===== src/rtl/serializer_pkg.sv =====
// Shared types and helpers for the parallel-to-serial converter.
// Length decode lives here so every user agrees on what data_mod_i means.
package serializer_pkg;

  localparam int DEF_DATA_W = 16;
  localparam int MIN_LEN    = 3;

  typedef enum logic {
    IDLE = 1'b0,
    SEND = 1'b1
  } state_t;

  // A length field of zero selects the whole word.
  function automatic int calc_len(input int data_mod, input int data_w);
    return (data_mod == 0) ? data_w : data_mod;
  endfunction

endpackage


===== src/rtl/serializer.sv =====
// Parallel-to-serial converter: sends the top len bits of a word MSB-first,
// one bit per clock with a per-bit valid, and accepts a new word only when idle.
module serializer
  import serializer_pkg::*;
#(
  parameter int DATA_W = DEF_DATA_W,
  parameter int MOD_W  = $clog2(DATA_W)
) (
  input  logic              clk_i,
  input  logic              arstn_i,
  input  logic [DATA_W-1:0] data_i,
  input  logic [MOD_W-1:0]  data_mod_i,
  input  logic              data_val_i,
  output logic              ser_data_o,
  output logic              ser_data_val_o,
  output logic              busy_o
);

  // One extra bit so a full-word count never overflows.
  localparam int CNT_W = MOD_W + 1;

  state_t              state_reg;
  state_t              state_next;
  logic [CNT_W-1:0]    cnt_reg;
  logic [CNT_W-1:0]    cnt_next;
  logic [DATA_W-1:0]   shift_reg;
  logic [DATA_W-1:0]   shift_next;

  int                  len;
  logic                accept;

  always_comb begin
    len    = calc_len(int'(data_mod_i), DATA_W);
    accept = (state_reg == IDLE) && data_val_i && (len >= MIN_LEN);
  end

  always_ff @(posedge clk_i or negedge arstn_i) begin
    if (!arstn_i) begin
      state_reg <= IDLE;
      cnt_reg   <= '0;
      shift_reg <= '0;
    end else begin
      state_reg <= state_next;
      cnt_reg   <= cnt_next;
      shift_reg <= shift_next;
    end
  end

  always_comb begin
    state_next = state_reg;
    cnt_next   = cnt_reg;
    shift_next = shift_reg;
    case (state_reg)
      IDLE: begin
        if (accept) begin
          state_next = SEND;
          cnt_next   = CNT_W'(len - 1);
          shift_next = data_i;
        end
      end
      SEND: begin
        shift_next = {shift_reg[DATA_W-2:0], 1'b0};
        if (cnt_reg == '0) begin
          state_next = IDLE;
        end else begin
          cnt_next = cnt_reg - CNT_W'(1);
        end
      end
      default: begin
        state_next = IDLE;
      end
    endcase
  end

  // Outputs depend only on registers, so an async reset clears them at once.
  always_comb begin
    busy_o         = (state_reg == SEND);
    ser_data_val_o = (state_reg == SEND);
    ser_data_o     = (state_reg == SEND) & shift_reg[DATA_W-1];
  end

endmodule


===== config.mk =====
export PLATFORM = sky130hd
export DESIGN_NAME = serializer
export DESIGN_NICKNAME = d
export VERILOG_FILES = /design/src/rtl/serializer_pkg.sv /design/src/rtl/serializer.sv
export SDC_FILE = /design/constraint.sdc
export NUM_CORES = 1
export LEC_CHECK = 0
export CAP_MARGIN = 15
export CORE_MARGIN = 4
export CORE_UTILIZATION = 53
export DETAILED_ROUTE_END_ITERATION = 8
export HOLD_SLACK_MARGIN = 0.05
export PLACE_DENSITY = 0.9
export SLEW_MARGIN = 25
export SYNTH_ARGS = -nofsm -noshare
export SYNTH_HDL_FRONTEND = slang
export SYNTH_SLANG_ARGS = --single-unit

===== constraint.sdc =====
create_clock -name clk_i -period 3.3 [get_ports clk_i]
set_clock_uncertainty 0.15 [all_clocks]
set_input_delay 0.33 -clock clk_i [delete_from_list [all_inputs] [get_ports clk_i]]
set_output_delay 0.33 -clock clk_i [all_outputs]
set_load 0.005 [all_outputs]

==> out/metrics.csv <==
stage;metric;value;unit
timing;Tcrit/Tclk final;0.781;
synthesis;Seq cells post-synth;22;
clock_tree;CTS tree;built;
critical_path;R2R depth;5;
timing;Worst-Margin Slew;0.635;ns
drt;Vias/cell;5.89;
synthesis;Syn Std Cell Area;0.00119;sq mm
clock_tree;CTS buffer count;3;
drt;DR DRC count;0;
critical_path;crit-path cells;buf_4, and2_1, clkdlybuf4s50_1;
clock_tree;H-tree depth;1;
power;Clk pwr share;0.131;
cells_and_area;max FFs per register;16;
cells_and_area;n_diodes;0;
floorplanning;Die H;55.3;um
global_route;met2 global-route usage;0.285;
power;Seq pwr share;0.432;
power;Pleak;0.000610;uW
global_route;vias in the first global route;960;
global_route;largest net degree at the start of global routing;27;
drt;DR WL/cell;14.5;um
critical_path;WP data required;2.82;ns
floorplanning;Die W;55.3;um
global_route;initial antenna violation count;0;
power;Peak VDD IR;0.000589;V
drt;DR pass1 iterations;4;
cells_and_area;layout net count;167;
cells_and_area;share of cells above drive strength 1;0.0845;
critical_path;critical path type;reg2out;
synthesis;post-synth top area share;0.464;
clock_tree;Worst-Skew Late Latency;0.31;ns
power;combinational share of power;0.438;
floorplanning;DIE AREA;0.00306;sq mm
timing;Setup WS post-layout;0.722;ns
power;internal cell power;698;uW
power;Net Sw Frac;0.373;
power;PD cells;750;mW/mm^2
global_route;Total GRT Usage;0.169;
drt;Starting DRT DRC Count;45;
critical_path;Worst Setup End Kind;primary output;
timing;Max Clock Freq;388;MHz
clock_tree;clk buf depth;2;
clock_tree;clk sinks;22;
power;sw power;416;uW
synthesis;Synth cell types;30;
power;total power;1110;uW
global_route;GRT Residual Overflow;0;
synthesis;top post-synthesis cells by area;dfrtp_1, mux2i_1, o21ai_0;
synthesis;yosys warns;0;
floorplanning;Row Count;16;
critical_path;WP data arrival;2.10;ns
cells_and_area;Finished Core Util;0.728;
cells_and_area;area of the multi-input gates;584;sq um
floorplanning;# IOs;26;
global_route;met3 GRT Util;0.0326;
cells_and_area;commonest non-fill, non-tap cell in the layout;clkdlybuf4s50_1;
cells_and_area;Non-Filler Instances;169;
floorplanning;area of the core;0.00204;sq mm
global_route;first-pass GRT wire length;4.22;mm
drt;wirelength, routed;2.45;mm
placement;pre-CTS setup slack;0.834;ns
clock_tree;Post-CTS Setup Bufs;0;
floorplanning;Initial Util;0.581;
timing;slew margin rel.;0.577;
synthesis;Mapped Nets;143;
cells_and_area;sequential cell area;551;sq um
critical_path;largest fanout on the critical path;26;
outcome;status;finished, final reports clean;
timing;max-slew violation count;0;
placement;Inst Count DP;164;
timing;TNS Setup;0;ns
clock_tree;clk root buf;clkbuf_4;
min_path;HP Class;in2async;
synthesis;syn_area_per_cell;9.97;sq um
critical_path;Critical Path Start Type;flip-flop;
global_route;GR peak layer;met2;
timing;RSZ-0062 raised after global routing;false;
placement;RePlAce Congestion;0.846;
cells_and_area;Fill cells;157;
synthesis;sequential-to-total area share from yosys stat;0.464;
timing;Setup Viol. Count Final;0;
drt;Antenna Nets Post-Route;0;
critical_path;slowest CP cell;dfrtp_1;
timing;minimum clock period after layout;2.58;ns
cells_and_area;commonest non-fill, non-tap cells in the layout;clkdlybuf4s50_1, dfrtp_1, mux2i_1, o21ai_0, nand2_1;
timing;final number of hold-violating endpoints;0;
flow_run;Max-cap violations;0;
global_route;met1 Use GR;0.201;
cells_and_area;area grow syn2layout;25.3;%
drt;via count;995;
clock_tree;CTS clock-pin slew for the worst setup and hold paths;0.12;ns
placement;PortBufs;25;
synthesis;Mapped Cells;119;
critical_path;slowest stage delay, CP;0.77;ns
synthesis;largest area contributor in the netlist;dfrtp_1;
placement;post-DP HPWL;1.86;mm
## critical path: cells and delay by family, from the launching register on
family | cells | cell delay, ns
flip-flops | 1 | 0.77
buffers and inverters | 2 | 0.86
AND/OR/NAND/NOR | 1 | 0.16
## power groups by stage
stage	clock network (uW)	registers, uW	logic, uW
after floorplan	0	433	389
after global placement	0	476	459
after detailed placement	0	484	491
after CTS	148	479	493
after global routing	163	499	540
final	146	481	488
## cell families after synthesis
logic type                 count (synthesis)  share of synthesized area
muxes                                     20                      0.173
AOI/OAI and AO/OA                         30                      0.156
DFF                                       22                      0.464
buffers and inverters                     12                     0.0432
and+or+nand+nor                           31                      0.131
xor gates and xnor gates                   3                     0.0222
adders and majority gates                  1                     0.0105
## cells in the mapped netlist
master     n
o21ai_0   17
o31ai_1    1
a21oi_1    3
dfrtp_1   22
mux2i_1   19
mux2_4     1
o22ai_1    1
o31a_1     1
a221oi_1   3
buf_4      1
nor3b_1    1
or3_4      1
or3b_2     1
nand2_1   16
o32ai_1    1
buf_2      2
inv_1      3
nor4_1     3
nor3_1     4
nor2b_1    1
a22o_2     1
xor2_1     2
or2_4      1
ha_1       1
clkbuf_1   6
o211ai_1   1
nor2_1     2
and2_1     1
xnor2_1    1
o311a_1    1
## per-stage QoR
| stage | instance area (sq um) | hold slack [ns] |
|---|---|---|
| 2_1_floorplan | 1190 | -0.116 |
| 3_3_place_gp | 1450 | 0.314 |
| 3_5_place_dp | 1450 | 0.330 |
| 4_1_cts | 1480 | 0.358 |
| 5_1_grt | 1490 | 0.389 |
| 6_report | 1490 | 0.350 |
## timing repair
action / in CTS / in global routing
hold buffers: 0 / 1
endpoints found under the hold margin: 0 / 22
gates resized for setup: 0 / 0
## per-layer routing
layer  up-vias  part of all wire
li1        474                 -
met1       472              0.42
met2        41              0.49
met3         8             0.069
met4         0             0.022
met5         -                 0
## path summary, 6_finish.rpt
path / startpoint / end / slack (ns)
worst min-delay path: arstn_i / shift_reg[14]$_DFFE_PN0P_ / 0.35
max in group asynchronous: arstn_i / shift_reg[5]$_DFFE_PN0P_ / 2.32
min in group clk_i: shift_reg[0]$_DFFE_PN0P_ / shift_reg[1]$_DFFE_PN0P_ / 0.35
worst max register to register: busy_o$_DFF_PN0_ / cnt_reg[4]$_DFFE_PN0P_ / 1.04
worst max-delay path: busy_o$_DFF_PN0_ / ser_data_o / 0.72
worst min register to register: shift_reg[0]$_DFFE_PN0P_ / shift_reg[1]$_DFFE_PN0P_ / 0.35
## layout make-up
class                   instances  share of cell area
inverters                       3             0.00758
well taps                      27              0.0227
flip-flops and latches         22               0.370
repair buffers                 28               0.182
multi-input cells              85               0.393
clock buffers                   4              0.0244
No activity file was read; power rests on OpenSTA's default activity.
